===== src/rtl/banked_ram_pkg.sv =====
// Shared FSM encoding and width helpers for the banked RAM controller.
package banked_ram_pkg;

  typedef logic [0:0] state_t;

  localparam state_t CLEAR = 1'b0;
  localparam state_t READY = 1'b1;

  function automatic int calc_bank_w(input int num_banks);
    return $clog2(num_banks);
  endfunction

  function automatic int calc_word_w(input int bank_depth);
    return $clog2(bank_depth);
  endfunction

endpackage


===== src/rtl/ram_bank.sv =====
// One RAM bank: synchronous write, read-first registered output.
// The output register has a synchronous reset so it can map onto a block-RAM output register.
module ram_bank #(
  parameter int DATA_W     = 8,
  parameter int BANK_DEPTH = 8,
  localparam int WORD_W    = $clog2(BANK_DEPTH)
) (
  input  logic              clk,
  input  logic              srst,
  input  logic              we,
  input  logic              re,
  input  logic [WORD_W-1:0] addr,
  input  logic [DATA_W-1:0] wdata,
  output logic [DATA_W-1:0] rdata
);

  logic [DATA_W-1:0] mem [BANK_DEPTH];
  logic [DATA_W-1:0] rdata_reg;

  always_ff @(posedge clk) begin
    if (we) begin
      mem[addr] <= wdata;
    end
  end

  // Output only moves on a read, so an idle bank keeps presenting its last result.
  always_ff @(posedge clk) begin
    if (srst) begin
      rdata_reg <= '0;
    end else if (re) begin
      rdata_reg <= mem[addr];
    end
  end

  assign rdata = rdata_reg;

endmodule


===== src/rtl/banked_ram_ctrl.sv =====
// Single-port RAM built from NUM_BANKS banks with a valid/ready request port
// and a clear sweep that zeroes every word after reset.
module banked_ram_ctrl
  import banked_ram_pkg::*;
#(
  parameter int DATA_W     = 8,
  parameter int BANK_DEPTH = 8,
  parameter int NUM_BANKS  = 2,
  localparam int BANK_W    = calc_bank_w(NUM_BANKS),
  localparam int WORD_W    = calc_word_w(BANK_DEPTH),
  localparam int ADDR_W    = BANK_W + WORD_W
) (
  input  logic              clk,
  input  logic              clr,
  input  logic              req_valid,
  output logic              req_ready,
  input  logic              rw,
  input  logic [ADDR_W-1:0] addr,
  input  logic [DATA_W-1:0] data_in,
  output logic              rd_valid,
  output logic [DATA_W-1:0] data_out,
  output logic              busy
);

  state_t            state_reg;
  logic [WORD_W-1:0] clr_ptr_reg;
  logic [BANK_W-1:0] bank_sel_reg;
  logic              rd_valid_reg;

  logic [BANK_W-1:0] req_bank;
  logic [WORD_W-1:0] req_word;
  logic              accept;
  logic              wr_accept;
  logic              rd_accept;
  logic              sweep_we;
  logic [WORD_W-1:0] bank_addr;
  logic [DATA_W-1:0] bank_wdata;
  logic [DATA_W-1:0] bank_rdata [NUM_BANKS];

  assign req_bank = addr[ADDR_W-1 -: BANK_W];
  assign req_word = addr[WORD_W-1:0];

  // Reset wins over a request presented on the same edge.
  assign accept    = req_valid && (state_reg == READY) && !clr;
  assign wr_accept = accept && rw;
  assign rd_accept = accept && !rw;
  assign sweep_we  = (state_reg == CLEAR) && !clr;

  assign bank_addr  = (state_reg == CLEAR) ? clr_ptr_reg : req_word;
  assign bank_wdata = (state_reg == CLEAR) ? '0 : data_in;

  generate
    for (genvar gi = 0; gi < NUM_BANKS; gi++) begin : g_bank
      logic bank_hit;
      assign bank_hit = (req_bank == BANK_W'(gi));

      ram_bank #(
        .DATA_W     (DATA_W),
        .BANK_DEPTH (BANK_DEPTH)
      ) u_bank (
        .clk   (clk),
        .srst  (clr),
        .we    (sweep_we || (wr_accept && bank_hit)),
        .re    (rd_accept && bank_hit),
        .addr  (bank_addr),
        .wdata (bank_wdata),
        .rdata (bank_rdata[gi])
      );
    end
  endgenerate

  always_ff @(posedge clk) begin
    if (clr) begin
      state_reg    <= CLEAR;
      clr_ptr_reg  <= '0;
      rd_valid_reg <= 1'b0;
      bank_sel_reg <= '0;
    end else begin
      rd_valid_reg <= rd_accept;
      if (rd_accept) begin
        bank_sel_reg <= req_bank;
      end
      case (state_reg)
        CLEAR: begin
          clr_ptr_reg <= clr_ptr_reg + 1'b1;
          if (clr_ptr_reg == WORD_W'(BANK_DEPTH - 1)) begin
            state_reg <= READY;
          end
        end
        default: begin
          state_reg <= READY;
        end
      endcase
    end
  end

  assign busy      = (state_reg == CLEAR);
  assign req_ready = (state_reg == READY);
  assign rd_valid  = rd_valid_reg;
  assign data_out  = bank_rdata[bank_sel_reg];

endmodule


===== config.mk =====
export PLATFORM = sky130hd
export DESIGN_NAME = banked_ram_ctrl
export DESIGN_NICKNAME = d
export VERILOG_FILES = /design/src/rtl/banked_ram_pkg.sv /design/src/rtl/ram_bank.sv /design/src/rtl/banked_ram_ctrl.sv
export SDC_FILE = /design/constraint.sdc
export NUM_CORES = 1
export LEC_CHECK = 0
export CORE_ASPECT_RATIO = 1.75
export CORE_MARGIN = 2
export CORE_UTILIZATION = 56
export CTS_CLUSTER_DIAMETER = 200
export DETAILED_ROUTE_END_ITERATION = 10
export GPL_TIMING_DRIVEN = 0
export HOLD_SLACK_MARGIN = 0.15
export PLACE_DENSITY = 0.75
export SYNTH_ARGS = -nofsm -noshare
export SYNTH_HDL_FRONTEND = slang
export SYNTH_HIERARCHICAL = 1
export SYNTH_SLANG_ARGS = --single-unit

===== constraint.sdc =====
create_clock -name clk -period 3.03 [get_ports clk]
set_clock_uncertainty 0.1 [all_clocks]
set_input_delay 0.606 -clock clk [delete_from_list [all_inputs] [get_ports clk]]
set_output_delay 0.606 -clock clk [all_outputs]
set_load 0.05 [all_outputs]

==> results of run 1 <==
==> worst paths after layout <==
kind             startpoint  slack [ns]  depth (start not counted)                    endpoint
max               req_ready        0.29                          5  g_bank[1].u_bank/mem[0][3]
min          clr_ptr_reg[1]        0.43                          2              clr_ptr_reg[1]
max reg2reg       req_ready        0.29                          5  g_bank[1].u_bank/mem[0][3]
min reg2reg  clr_ptr_reg[1]        0.43                          2              clr_ptr_reg[1]
==> layout by cell type, fill, tap and decap left out, types with 3 or more instances in the layout <==
| master | count |
|---|---|
| clkbuf_1 | 5 |
| nand2_1 | 6 |
| buf_4 | 3 |
| buf_6 | 4 |
| nor2_1 | 65 |
| nand2b_1 | 10 |
| clkinv_4 | 3 |
| clkdlybuf4s50_1 | 26 |
| edfxtp_1 | 128 |
| clkinvlp_4 | 4 |
| and2_1 | 9 |
| o21ai_0 | 16 |
| mux2_2 | 11 |
| buf_2 | 7 |
| o22ai_1 | 16 |
| clkbuf_16 | 17 |
| clkinv_2 | 4 |
| o31a_1 | 16 |
| mux2i_1 | 66 |
| nor3_1 | 4 |
| dfxtp_1 | 22 |
==> tightest hold or removal path, stage by stage (launching register included) <==
cell and delay [ns]:
dfxtp_1 0.35, mux2i_1 0.08, nor2_1 0.07
==> power groups by stage <==
stage,logic [mW],clock network [mW],registers (mW)
after global placement,0.304,0,2.33
after detailed placement,0.309,0,2.33
after global routing,0.334,2.05,2.29
after floorplan,0.216,0,2.33
after CTS,0.310,1.96,2.29
final,0.309,1.93,2.29
==> metal layers <==
layer,up-vias,GRT usage (%)
met4,0,15.6
met1,1696,25.3
met2,89,43.6
met3,32,6.23
met5,-,0
li1,1608,-
==> cell type report <==
class,count,area (µm²)
Clock inverter,12,106
Sequential cell,150,4280
Multi-Input combinational cell,233,1630
Fill cell,775,3580
Timing Repair Buffer,26,260
Clock buffer,20,447
Buffer,21,161
Inverter,1,3.75
Tap cell,130,163
==> cells by family (layout without fill, tap and decap cells) <==
logic type	after synthesis	count (layout)	synth area share (%)
fa+ha+maj	2	2	0.412
flops	150	150	70.5
simple gates	102	102	7.76
mux	77	77	12.9
buf+inv	22	80	2.72
xor+xnor	1	1	0.144
compound gates	51	51	5.58
==> metrics.yaml, run 1 <==
timing:
  fmax_mhz: 364
  setup_viol: 0
  slew_headroom_pct: 19.9
  tns_ns: 0
  final.period_utilization_pct: 90.6
  hold_viol: 0
  rsz0062_at_grt: "no"
  slew_violations: 0
  whs_ns: 0.427
  fin_crit_ns: 2.74
  fin_ws_ns: 0.286
  worst_pin_slew_ns: 1.19
drt:
  wl_per_cell_um: 21.8
  vias: 3425
  drt_drc_violations_left: 0
  wl_um: 12900
  drtIter0Drc: 178
  drt-met1-wl_um: 4440
  dr.pass1.iters: 4
  wl_met3_um: 427
  viasPerCell: 5.78
  ant_nets: 0
  wl_met2_um: 7250
  dr.max_layer_used: "met4"
placed_design:
  dp_hpwl_um: 9000
  dpl_worst_slack_ns: -0.114
  numPortBuffers: 26
  gp_congestion: 0.889
  placed_cell_area_um2: 6500
  place_inst: 561
worst_setup_path:
  crit_top_cell: "buf_4"
  critical_path.slowest_cell: "nor3_1"
  path_buf_inv: 3
  cp_max_fo: 10
  criticalPathCategory: "reg2reg"
  path_cells: "buf_4 -> mux2_2 -> buf_6 -> buf_4 -> nor3_1"
  crit_family: "simple AND/OR/NAND/NOR gates"
  critical_path_arrival_ns: 2.67
  start_kind: "flop"
  required_ns: 2.96
  endpoint_kind: "flop"
  critPathMaxStageDelay_ns: 0.95
synthesis:
  synth_cell_type_count: 29
  synth_edf_count: 128
  synthCells: 405
  synthesis.area_um2: 6080
  synth_nets: 423
  synth_area_leader_cell: "edfxtp_1"
  async_flop_share_pct: 0
  yosysSeqAreaShare_pct: 70.5
  ys_seq_elements: 150
  synth_common_cells: "edfxtp_1, mux2i_1, nor2_1, dfxtp_1"
  yosys_warnings: 6
  synth_most_common_cell: "edfxtp_1"
  avgSynthCellArea_um2: 15.0
  ys.flop_type: "edfxtp_1"
  synth_top_area_share_pct: 63.2
  post_synth_main_area_contributors: "edfxtp_1, mux2i_1, dfxtp_1, nor2_1, o31a_1"
layout:
  drive_gt1_share_pct: 13.2
  fin_cells: 593
  nets: 468
  syn_to_final_growth_pct: 16.1
  fin_area_um2: 7050
  largest_register_ffs: 128
  fin_util_pct: 66.3
  antennaDiodeCount: 0
cts:
  htree_levels: 4
  ctsResizeCount: 0
  root_buffer: "clkbuf_16"
  clk_pin_slew_worst_paths_ns: 0.06
  cts_tree: "done"
  post_cts_buffers: 0
  clkSinkCount: 150
  cts_hold_buffers: 0
  insertion_delay_ns: 0.42
  cts_made_buffers: 17
  cts_buffer_depth: 2
pwr:
  swShare_pct: 21.6
  seqPwrFrac_pct: 50.6
  internal_power_mw: 3.54
  power_switching_mw: 0.978
  vdd_drop_max_uv: 485
  power_mw: 4.52
  power_leakage_nw: 2.48
  p_per_area_nw_per_um2: 641
  combPwrFrac_pct: 6.8
  p_clk_share_pct: 42.6
grt:
  grt_pass1_vias: 3601
  antenna_found_initial: 0
  grt_pass1_wl_um: 19900
  grt_max_degree: 19
  overflow: 0
  grtUsageTotal_pct: 24.9
min_path:
  worstHoldPathType: "reg2reg"
floorplan:
  dieArea_um2: 11700
  core_um2: 10600
  die_y_um: 142
  initial_core_util_pct: 57.2
  rows: 50
  fp.dieW_um: 82.8
  io_pins: 27
run:
  max-cap-violations: 0
outcome:
  status: "complete, no violations"
No activity file was read; power rests on OpenSTA's default activity.
==> run 2, diff against run 1 <==
--- a/config.mk
+++ b/config.mk
@@ -13,6 +13,7 @@
 export GPL_TIMING_DRIVEN = 0
 export HOLD_SLACK_MARGIN = 0.15
 export PLACE_DENSITY = 0.75
+export SETUP_SLACK_MARGIN = 0.3
 export SYNTH_ARGS = -nofsm -noshare
 export SYNTH_HDL_FRONTEND = slang
 export SYNTH_HIERARCHICAL = 1
==> metrics.yaml, run 2 (same netlist as run 1, synthesis figures left out) <==
floorplan:
  core_um2: 10600
  fp.dieW_um: 82.8
  dieArea_um2: 11700
  initial_core_util_pct: 57.2
  io_pins: 27
  die_y_um: 142
  rows: 50
grt:
  overflow: 0
  antenna_found_initial: 0
  grt_pass1_vias: 3598
  grt_max_degree: 19
  grtUsageTotal_pct: 24.9
  grt_pass1_wl_um: 19900
drt:
  vias: 3430
  drtIter0Drc: 200
  wl_per_cell_um: 21.8
  viasPerCell: 5.78
  drt_drc_violations_left: 0
  dr.pass1.iters: 4
  wl_um: 12900
  ant_nets: 0
pwr:
  seqPwrFrac_pct: 50.4
  p_per_area_nw_per_um2: 642
  p_clk_share_pct: 42.6
  internal_power_mw: 3.54
  swShare_pct: 21.8
  vdd_drop_max_uv: 485
  combPwrFrac_pct: 6.9
  power_switching_mw: 0.987
  power_leakage_nw: 2.53
  power_mw: 4.53
layout:
  layout_common_cells: "edfxtp_1, mux2i_1, nor2_1"
  drive_gt1_share_pct: 14.0
  fin_cells: 593
  largest_register_ffs: 128
  antennaDiodeCount: 0
  syn_to_final_growth_pct: 16.2
  layout_commonest_cell: "edfxtp_1"
  nFillCells: 777
  nets: 468
worst_setup_path:
  critical_path_arrival_ns: 1.90
  endpoint_kind: "primary output"
  start_kind: "flop"
  cp_max_fo: 10
  criticalPathCategory: "reg2out"
  required_ns: 2.32
cts:
  cts_buffer_depth: 2
  cts_hold_buffers: 0
  post_cts_buffers: 0
  clkSinkCount: 150
  root_buffer: "clkbuf_16"
  ctsResizeCount: 9
  clk_pin_slew_worst_paths_ns: 0.06
  insertion_delay_ns: 0.42
  cts_tree: "done"
  cts_made_buffers: 17
  htree_levels: 4
timing:
  final.period_utilization_pct: 85.9
  slew_violations: 0
  hold_viol: 0
  slew_headroom_pct: 48.6
  rsz0062_at_grt: "no"
  worst_pin_slew_ns: 0.772
  fmax_mhz: 384
  setup_viol: 0
  fin_crit_ns: 2.60
placed_design:
  place_inst: 561
  dp_hpwl_um: 9000
  gp_congestion: 0.889
  numPortBuffers: 26
run:
  max-cap-violations: 0
outcome:
  status: "complete, no violations"
min_path:
  worstHoldPathType: "reg2reg"
run 2: changes by cell type in the layout (fill, tap and decap cells not counted), sizes merged:
cell,change
dlygate4sd2,+8
clkdlybuf4s50,-8
run 2: per-stage QoR:
step	setup slack [ns]	cell area (µm²)	utilization [%]	setup TNS [ns]	hold WS, ns
after floorplan	0.327	6080	-	0	0.386
after global placement	-0.109	6500	61.1	-1.89	0.400
after CTS	0.321	7050	66.3	0	0.437
final	0.427	7060	66.4	0	0.428
after detailed placement	-0.114	6500	61.1	-2.15	0.424
after global routing	0.368	7060	66.4	0	0.483
run 2: path summary, 6_finish.rpt:
check,depth (start not counted),to,slack (ns),from
worst max register to register,6,g_bank[0].u_bank/mem[6][4],0.49,req_ready
worst min-delay path,2,clr_ptr_reg[1],0.43,clr_ptr_reg[1]
worst max-delay path,3,busy,0.43,req_ready
worst min register to register,2,clr_ptr_reg[1],0.43,clr_ptr_reg[1]
run 2: per-layer routing:
| metal | vias up | GRT usage (%) | routed length [µm] | share of wire [%] |
|---|---|---|---|---|
| li1 | 1606 | - | - | - |
| met1 | 1685 | 25.3 | 4410 | 34 |
| met2 | 105 | 43.6 | 7260 | 56 |
| met3 | 34 | 6.23 | 500 | 3.9 |
| met4 | 0 | 15.6 | 776 | 6.0 |
| met5 | - | 0 | 0 | 0 |
run 2: critical path: stages (launching register included):
cell and delay [ns]:
dfxtp_1 0.36, clkbuf_1 0.34, inv_1 0.07, clkdlybuf4s50_1 0.71
run 2: power groups by stage:
stage	Clock, mW	Sequential [mW]	Combinational [mW]
2_1_floorplan	0	2.33	0.216
4_1_cts	1.96	2.29	0.311
3_5_place_dp	0	2.33	0.309
5_1_grt	2.05	2.29	0.337
6_report	1.93	2.29	0.313
3_3_place_gp	0	2.33	0.304
run 2: area by class of cell:
class / count / area (µm²) / area share (%)
Buffer: 21 / 161 / 2.28
Sequential cell: 150 / 4280 / 60.6
Inverter: 1 / 3.75 / 0.0531
Multi-Input combinational cell: 233 / 1650 / 23.3
Clock inverter: 12 / 106 / 1.51
Tap cell: 130 / 163 / 2.30
Timing Repair Buffer: 26 / 250 / 3.54
Clock buffer: 20 / 447 / 6.32
==> run 3, diff against run 2 <==
--- a/config.mk
+++ b/config.mk
@@ -10,6 +10,7 @@
 export CORE_UTILIZATION = 56
 export CTS_CLUSTER_DIAMETER = 200
 export DETAILED_ROUTE_END_ITERATION = 10
+export GPL_ROUTABILITY_DRIVEN = 0
 export GPL_TIMING_DRIVEN = 0
 export HOLD_SLACK_MARGIN = 0.15
 export PLACE_DENSITY = 0.75
==> constraint.sdc (replaced) <==
create_clock -name clk -period 2.7 [get_ports clk]
set_clock_uncertainty 0.1 [all_clocks]
set_input_delay 0.54 -clock clk [delete_from_list [all_inputs] [get_ports clk]]
set_output_delay 0.54 -clock clk [all_outputs]
set_load 0.05 [all_outputs]
==> metrics.yaml, run 3 (same netlist as run 1, synthesis figures left out) <==
placed_design:
  numPortBuffers: 26
  dp_hpwl_um: 9140
  place_inst: 561
layout:
  antennaDiodeCount: 0
  fin_util_pct: 67.4
  fin_cells: 593
  drive_gt1_share_pct: 17.9
  layout_commonest_cell: "edfxtp_1"
  multi_input_area_um2: 1680
  syn_to_final_growth_pct: 17.9
  layout_common_cells: "edfxtp_1, mux2i_1, nor2_1"
  nets: 468
  regArea_um2: 4290
  largest_register_ffs: 128
  nFillCells: 750
timing:
  final.period_utilization_pct: 88.1
  slew_headroom_pct: 46.8
  tns_ns: 0
  fmax_mhz: 420
  slew_violations: 0
  worst_pin_slew_ns: 0.798
  rsz0062_at_grt: "yes"
  hold_viol: 0
  setup_viol: 0
  whs_ns: 0.438
  fin_crit_ns: 2.38
cts:
  htree_levels: 4
  clk_pin_slew_worst_paths_ns: 0.06
  insertion_delay_ns: 0.42
  root_buffer: "clkbuf_16"
  cts_tree: "done"
  clkSinkCount: 150
  post_cts_buffers: 0
  cts_made_buffers: 17
  cts_buffer_depth: 2
min_path:
  whs_path_depth: 2
  worstHoldPathType: "reg2reg"
worst_setup_path:
  critPathLaunch: "addr[0]"
  crit_family: "buffers and inverters"
  start_kind: "input port"
  path_cells: "clkdlybuf4s50_1 -> mux2_2 -> buf_6 -> buf_4 -> nand2b_1 -> nor2_1"
  path_depth: 6
  cp_max_fo: 10
  reg2reg_to: "g_bank[1].u_bank/mem[2][0]"
  r2r_setup_slack_ns: 0.35
  critPathMaxStageDelay_ns: 0.59
  endpoint_kind: "flop"
  critical_path.slowest_cell: "nor2_1"
  required_ns: 2.65
  path_buf_inv: 3
  critical_path_arrival_ns: 2.32
  endpoint: "g_bank[0].u_bank/mem[1][4]"
  ff2ff_path_depth: 6
  rr_startpoint: "req_ready"
  criticalPathCategory: "in2reg"
pwr:
  power_mw: 5.49
  power_leakage_nw: 2.57
  p_per_area_nw_per_um2: 767
  vdd_drop_max_uv: 651
drt:
  wl_per_cell_um: 22.3
  vias: 3467
  wl_um: 13200
  ant_nets: 0
  viasPerCell: 5.85
  drt_drc_violations_left: 0
  dr.pass1.iters: 5
  drtIter0Drc: 185
grt:
  grt_pass1_vias: 3493
  grt_max_degree: 19
  grt_pass1_wl_um: 19700
  antenna_found_initial: 0
  overflow: 0
  grtUsageTotal_pct: 24.8
outcome:
  status: "complete, no violations"
floorplan:
  rows: 50
  io_pins: 27
  dieArea_um2: 11700
  die_y_um: 142
  core_um2: 10600
  fp.dieW_um: 82.8
  initial_core_util_pct: 57.2
run:
  max-cap-violations: 0
## run 3: changes by cell type in the layout (fill, tap and decap cells not counted), moves of 4 or more
cell	before	now
bufinv_16	1	5
clkbuf_2	0	10
clkinvlp_4	4	0
dlygate4sd2_1	8	1
nor2_1	65	57
nor2_2	0	6
## run 3: worst min-delay path by stage
stage          slack [ns]      startpoint             end
6_report             0.44  clr_ptr_reg[1]  clr_ptr_reg[1]
4_1_cts              0.43  clr_ptr_reg[1]  clr_ptr_reg[1]
3_3_place_gp         0.40  clr_ptr_reg[2]  clr_ptr_reg[2]
2_1_floorplan        0.39  clr_ptr_reg[1]  clr_ptr_reg[1]
5_1_grt              0.47             clr       req_ready
3_5_place_dp         0.42  clr_ptr_reg[1]  clr_ptr_reg[1]
## run 3: final cells by class
type | instances | share of cell area (%)
clock inverters | 9 | 2.43
clock buffers | 23 | 6.67
multi-input cells | 233 | 23.4
well taps | 130 | 2.27
plain buffers | 21 | 2.29
repair buffers | 26 | 3.09
flip-flops and latches | 150 | 59.8
inverters | 1 | 0.0524
## run 3: per-layer routing
layer / wire [µm] / vias to the layer above / global-route usage, %
met2: 7400 / 115 / 43.9
met5: 0 / - / 0
met1: 4610 / 1695 / 25.5
met4: 762 / 0 / 14.6
met3: 472 / 45 / 5.92
li1: - / 1612 / -
## run 3: power breakdown
group	leakage (nW)	total [mW]	switching [mW]	internal (mW)
clock	0.321	2.57	0.855	1.71
sequential	1.42	2.57	0.0162	2.55
combinational	0.826	0.362	0.220	0.142
total	2.57	5.49	1.09	4.40
## run 3: through the flow
step | worst slack (ns) | area, µm²
after detailed placement | -0.203 | 6530
after floorplan | 0.424 | 6110
final | 0.321 | 7170
after global placement | -0.152 | 6530
after CTS | 0.300 | 7180
after global routing | 0.233 | 7170
## run 3: what timing repair did
action	CTS	global route
hold buffers	0	0
setup endpoints to repair	21	90
resized for setup	12	22
cloned	0	0
## run 3: worst min-delay path: cells and delay by family (launching register included)
kind / cells / cell delay [ns]
simple gates: 1 / 0.07
flops: 1 / 0.35
mux: 1 / 0.08
